$ cat src/rtl/hazard_unit.sv
// Pipeline hazard unit: in-flight destination scoreboard, operand forwarding selects,
// load-use stall and taken-branch flush. Define HAZARD_STATS_EN to enable the event counters.
module hazard_unit #(
   parameter  int DEPTH      = 2,
   parameter  int RA_W       = 5,
   parameter  int LOAD_READY = 2,
   localparam int SEL_W      = $clog2(DEPTH + 1)
) (
   input  logic             clk,
   input  logic             reset,
   input  logic             hold,
   input  logic             id_valid,
   input  logic [RA_W-1:0]  id_rs1,
   input  logic [RA_W-1:0]  id_rs2,
   input  logic             id_rs1_used,
   input  logic             id_rs2_used,
   input  logic [RA_W-1:0]  id_rd,
   input  logic             id_we,
   input  logic             id_is_load,
   input  logic             ex_branch_taken,
   output logic             stall,
   output logic             flush,
   output logic [SEL_W-1:0] fwd_rs1_sel,
   output logic [SEL_W-1:0] fwd_rs2_sel,
   output logic [31:0]      stall_count,
   output logic [31:0]      flush_count
);

   // With a single tracked stage the producer is already at the write stage.
   localparam int LR_EFF = (DEPTH == 1) ? 1 : LOAD_READY;

   typedef struct packed {
      logic            valid;
      logic            we;
      logic            is_load;
      logic [RA_W-1:0] rd;
   } stage_t;

   stage_t stage_reg  [1:DEPTH];
   stage_t stage_next [1:DEPTH];
   logic   issue;

   assign issue = id_valid & ~stall & ~flush;

   generate
      for (genvar gi = 1; gi <= DEPTH; gi++) begin : g_stage
         if (gi == 1) begin : g_head
            assign stage_next[gi] = issue ? '{valid: 1'b1, we: id_we, is_load: id_is_load, rd: id_rd}
                                          : '0;
         end else begin : g_tail
            assign stage_next[gi] = stage_reg[gi-1];
         end
      end
   endgenerate

   always_ff @(posedge clk or posedge reset) begin
      if (reset) begin
         for (int k = 1; k <= DEPTH; k++) stage_reg[k] <= '0;
      end else if (!hold) begin
         for (int k = 1; k <= DEPTH; k++) stage_reg[k] <= stage_next[k];
      end
   end

   logic [SEL_W-1:0] hit1_sel, hit2_sel;
   logic             lu1, lu2;

   // Scan oldest to youngest so the youngest matching producer is left standing.
   always_comb begin
      hit1_sel = '0;
      hit2_sel = '0;
      lu1      = 1'b0;
      lu2      = 1'b0;
      for (int k = DEPTH; k >= 1; k--) begin
         if (stage_reg[k].valid && stage_reg[k].we && stage_reg[k].rd == id_rs1 &&
             id_rs1 != '0 && id_rs1_used) begin
            hit1_sel = SEL_W'(k);
            lu1      = stage_reg[k].is_load && (k < LR_EFF);
         end
         if (stage_reg[k].valid && stage_reg[k].we && stage_reg[k].rd == id_rs2 &&
             id_rs2 != '0 && id_rs2_used) begin
            hit2_sel = SEL_W'(k);
            lu2      = stage_reg[k].is_load && (k < LR_EFF);
         end
      end
   end

   assign flush       = ex_branch_taken & ~reset;
   assign stall       = ~reset & ~ex_branch_taken & id_valid & (lu1 | lu2);
   assign fwd_rs1_sel = (id_valid && !reset) ? hit1_sel : '0;
   assign fwd_rs2_sel = (id_valid && !reset) ? hit2_sel : '0;

`ifdef HAZARD_STATS_EN
   logic [31:0] stall_count_reg, flush_count_reg;

   // Saturating counters; reset is asynchronous so it needs no extra gating here.
   always_ff @(posedge clk or posedge reset) begin
      if (reset) begin
         stall_count_reg <= '0;
         flush_count_reg <= '0;
      end else if (!hold) begin
         if (stall && stall_count_reg != 32'hFFFF_FFFF) stall_count_reg <= stall_count_reg + 32'd1;
         if (flush && flush_count_reg != 32'hFFFF_FFFF) flush_count_reg <= flush_count_reg + 32'd1;
      end
   end

   assign stall_count = stall_count_reg;
   assign flush_count = flush_count_reg;
`else
   assign stall_count = 32'h0;
   assign flush_count = 32'h0;
`endif

endmodule

$ cat config.mk
export PLATFORM = sky130hd
export DESIGN_NAME = hazard_unit
export DESIGN_NICKNAME = d
export VERILOG_FILES = /design/src/rtl/hazard_unit.sv
export SDC_FILE = /design/constraint.sdc
export NUM_CORES = 1
export LEC_CHECK = 0
export BUFFER_PORTS_ARGS = -buffer_cell sky130_fd_sc_hd__buf_2
export CAP_MARGIN = 20
export CORE_ASPECT_RATIO = 1.1
export CORE_MARGIN = 10
export CORE_UTILIZATION = 42
export DETAILED_ROUTE_END_ITERATION = 12
export GPL_TIMING_DRIVEN = 0
export PLACE_DENSITY = 0.81
export REMOVE_ABC_BUFFERS = 1
export SLEW_MARGIN = 5
export SYNTH_ARGS = -nofsm -noshare
export SYNTH_HDL_FRONTEND = slang
export SYNTH_SLANG_ARGS = --single-unit
$ cat constraint.sdc
create_clock -name clk -period 2.1 [get_ports clk]
set_clock_uncertainty 0.1 [all_clocks]
set_input_delay 0.315 -clock clk [delete_from_list [all_inputs] [get_ports clk]]
set_output_delay 0.315 -clock clk [all_outputs]
set_load 0.01 [all_outputs]
-- Word-level counts from Yosys, hierarchy flattened
Cells that the tools add are included.
- input bits: 24
- flip-flop bits (word level): 15
- output and inout port bits: 70
- logic and storage cells: 49
- reduce and logical (&&, ||, !) cells: 18
- equal/unequal tests: 4
- bitwise operators: 11
- multiplexer cells: 9
- operators with widths (cell ; number):
    5-bit == test ; 4
    1-bit logical AND ; 15
    2-bit two-way mux ; 6
    5-bit nonzero test ; 2
    8-bit two-way mux ; 1
    1-bit bitwise AND ; 6
    1-bit NOT ; 4
    1-bit two-way mux ; 2
    1-bit logical NOT ; 1
    1-bit bitwise OR ; 1

-- Longest topological paths before layout
- word-level depth: 11
- depth in mapped cells: 5
- depth with buffers taken out: 5

-- Worst setup path after synthesis
Ideal clock, no wire load.
- kind: input-to-output
- start: input port id_rs1[0]
- end: output port fwd_rs1_sel[1]
- buffers on the path: 0
- cell stages on the path: 4
- path slack: 0.141 ns
- arrival time: 1.544 ns
- cell sequence: or4_1 -> o21ai_1 -> nor3_2 -> nor4_1
- cells in the longest elaborated chain, start to end: 7
- ends and longest elaborated chain (item ; line ; source):
    start, declared ; 13 ; input logic [RA_W-1:0] id_rs1,
    5-bit == test ; 74 ; if (stage_reg[k].valid && stage_reg[k].we && stage_reg[k].rd == id_rs1 &&
    1-bit logical AND (2 in a row) ; 74 ;
    1-bit logical AND ; 75 ; id_rs1 != '0 && id_rs1_used) begin
    2-bit two-way mux ; 74 ;
    2-bit two-way mux (*) ; 74 ;
    2-bit two-way mux (*) ; 89 ; assign fwd_rs1_sel = (id_valid && !reset) ? hit1_sel : '0;
    end, declared ; 23 ; output logic [SEL_W-1:0] fwd_rs1_sel,
Mark *: on every way between the ends. The rest lies on a longest branch, timed or not.

-- Worst setup path after layout
- start: register, netlist name stage_reg[3]
- end: output port fwd_rs2_sel[1]
- cells in the longest elaborated chain, start to end: 7
- ends and longest elaborated chain (item ; line ; source):
    5-bit == test ; 79 ; if (stage_reg[k].valid && stage_reg[k].we && stage_reg[k].rd == id_rs2 &&
    1-bit logical AND (2 in a row) ; 79 ;
    1-bit logical AND ; 80 ; id_rs2 != '0 && id_rs2_used) begin
    2-bit two-way mux (2 in a row) ; 79 ;
    2-bit two-way mux ; 90 ; assign fwd_rs2_sel = (id_valid && !reset) ? hit2_sel : '0;
    end, declared ; 24 ; output logic [SEL_W-1:0] fwd_rs2_sel,
No other way between the ends.

==> summary.txt <==
Logic synthesis
  – Synth Warn #: 0
  – Mux cell area share after synthesis: 5.67%
  – Post-Synth Simple-Gate Area: 9.80%
  – Largest cells by area after synthesis: buf_4 (35%), dfrtp_1 (27%), xnor2_1 (7.6%)
  – Yosys top cell by area: buf_4
  – XOR/XNOR Fraction of Synth Area: 12.6%
  – Compound-gate portion of the synthesized area: 9.08%
  – Seq/Total Area, Yosys: 27.0%
  – Distinct cells, synth: 26
  – Largest family of logic cells by synthesized area: buffers and inverters
  – Area share of the largest cell type after synthesis: 34.5%
  – Syn Std Cell Area: 0.00139 mm^2
  – Post-synthesis adder-cell area fraction: 0%
  – #FFs+latches synth: 15
  – Syn Area/Cell: 9.60 um^2
  – Gate Count Post-Synth: 145

Run status
  – Failing checks: setup timing
  – Status: complete, but fails checks

STA
  – Fin crit period: 2.24 ns
  – Final period utilization: 107%
  – Slew margin rel.: 62.5%
  – RSZ-0062 raised after global routing: yes
  – Final Max Tran Viols: 0
  – Worst Slack Setup Final: -0.141 ns
  – Setup TNS: -0.287 ns
  – Final hold violation count: 0
  – Endpoints failing setup: 3
  – Worst slew pin tran: 0.562 ns
  – Hold slack: 0.00130 ns
  – Achievable frequency: 446 MHz

Routing
  – Drc violations: 0
  – Routed vias: 925
  – Vias per cell: 4.26
  – First DRT Iteration DRCs: 29
  – WL final: 3.28 mm
  – Post-DRT Antenna Nets: 0
  – Routed WL per cell: 15.1 um
  – DR pass1 iterations: 4

Global routing
  – Global-route usage over all layers: 9.66%
  – Initial antenna violation count: 0
  – First-pass GRT wire length: 4.55 mm
  – Largest net degree at the start of global routing: 17
  – GR Util met2: 17.4%
  – Global route total overflow: 0
  – Vias in the first global route: 913
  – Gr busiest metal: met2
  – Met1 GRT Util: 10.4%
  – Met3 GRT Util: 3.32%

Die
  – Core Rows: 21
  – Starting Density: 44.5%
  – Core outline area: 0.00313 mm^2
  – I/O Pins: 94
  – Die height: 80.4 um
  – Die ar.: 0.00602 mm^2
  – Die width: 74.9 um

Place
  – IO Port Bufs: 29
  – Post-DP HPWL: 2.76 mm
  – Placed cell area: 0.00133 mm^2
  – Final Wtd Congestion: 0.850

Layout
  – Syn-to-layout area delta: 6.02%
  – Final Cell Area: 0.00148 mm^2
  – Max reg flops: 8
  – Share of layout cells above drive strength 1: 34.4%
  – Commonest non-fill, non-tap cell in the layout: conb_1
  – # fillers: 328
  – Diode count: 0
  – # nets final: 208
  – Most frequent cells in the layout: conb_1 (64), buf_2 (29), dfrtp_1 (13), xnor2_1 (8), xor2_1 (8)

Clock tree
  – Clock Sinks: 15
  – CTS tree: yes
  – Hold-fix buffers, CTS: 0
  – CTS Buf Count: 3
  – Clock slew at reported path FFs: 0.09 ns
  – Clk root buf: clkbuf_4
  – Clock Latency Late Sink: 0.29 ns
  – Clock tree buffer depth: 2
  – CTS H-tree lvls: 1

Power
  – P_leak: 0.796 nW
  – Peak VDD IR: 0.373 mV
  – Power per Cell Area: 537 mW/mm^2
  – Total power: 0.000793 W

Critical path
  – CP max FO: 3
  – CP Launch Type: register
  – WP data required: 1.68 ns
  – Arrival time at the worst endpoint: 1.83 ns
  – Crit Path Category: reg -> out
  – Crit end category: output pin

Min path
  – Worst Hold Class: in -> async

Flow run
  – Max Cap Violations: 0
## path summary, 6_finish.rpt
check / start / end / slack (ns) / cells after the start
max: stage_reg[3]$_DFFE_PP0N_ / fwd_rs2_sel[1] / -0.14 / 5
min: reset / stage_next[5]$_DFFE_PP0N_ / 0.001 / 2
max reg2reg: stage_next[2]$_DFFE_PP0N_ / stage_next[2]$_DFFE_PP0N_ / 0.23 / 7
min reg2reg: stage_reg[6]$_DFFE_PP0N_ / stage_reg[6]$_DFFE_PP0N_ / 0.46 / 1
max in group asynchronous: reset / stage_next[2]$_DFFE_PP0N_ / 1.49 / 2
min in group clk: id_rd[0] / stage_next[0]$_DFFE_PP0N_ / 0.14 / 2
## power breakdown
| part | total (W) | switching [W] | leakage [nW] | internal (W) |
|---|---|---|---|---|
| clock network | 0.000168 | 0.0000946 | 0.0150 | 0.0000738 |
| registers | 0.000372 | 0.0000450 | 0.187 | 0.000327 |
| logic | 0.000253 | 0.000140 | 0.594 | 0.000113 |
| total | 0.000793 | 0.000280 | 0.796 | 0.000513 |
## metrics by stage
step / cells / util (%) / worst slack, ns
after floorplan: 142 / - / 0.141
after global placement: 205 / 42.5 / -0.146
after detailed placement: 205 / 42.5 / -0.112
after CTS: 212 / 45.0 / -0.148
after global routing: 217 / 47.2 / -0.222
final: 217 / 47.2 / -0.141
## layer usage
metal	up-vias	wire length [um]
li1	436	-
met1	430	1150
met2	57	1630
met3	2	482
met4	0	16
met5	-	0
## logic make-up after synthesis
group / count (synthesis)
AOI/OAI and AO/OA: 14
and+or+nand+nor: 20
buffers and inverters: 68
muxes: 7
xor gates and xnor gates: 20
DFF: 15
other: 1
## layout make-up
| cell class | count | area [um^2] | share of cell area (%) |
|---|---|---|---|
| multi-input combinational | 125 | 812 | 55.0 |
| sequential | 15 | 378 | 25.6 |
| timing repair buffer | 37 | 209 | 14.2 |
| tap | 34 | 42.5 | 2.88 |
| clock buffer | 4 | 26.3 | 1.78 |
| inverter | 2 | 7.51 | 0.509 |
## cells in the mapped netlist, drive strengths merged
| library cell | instances |
|---|---|
| nand3 | 2 |
| nor4 | 2 |
| o31ai | 1 |
| and2 | 2 |
| xnor2 | 12 |
| o2111a | 1 |
| xor2 | 8 |
| o21ai | 4 |
| buf | 64 |
| nor3 | 2 |
| a21o | 1 |
| clkbuf | 2 |
| nand4 | 4 |
| a22o | 7 |
| mux2 | 7 |
| or4 | 4 |
| nor2 | 2 |
| inv | 2 |
| conb | 1 |
| dfrtp | 15 |
| nor2b | 2 |
## critical path: stages, from the launching register on
cell	delay [ns]
dfrtp_1	0.42
xnor2_1	0.17
nand4_1	0.11
or4_4	0.43
nor4_2	0.25
buf_2	0.17
## what timing repair did
action,CTS,global route
pin swaps,7,8
endpoints found under the setup margin,5,5
cloned,0,0
endpoints found under the hold margin,0,0
buffers inserted,3,5
gates resized for setup,6,6
(Power assumes the default switching activity.)
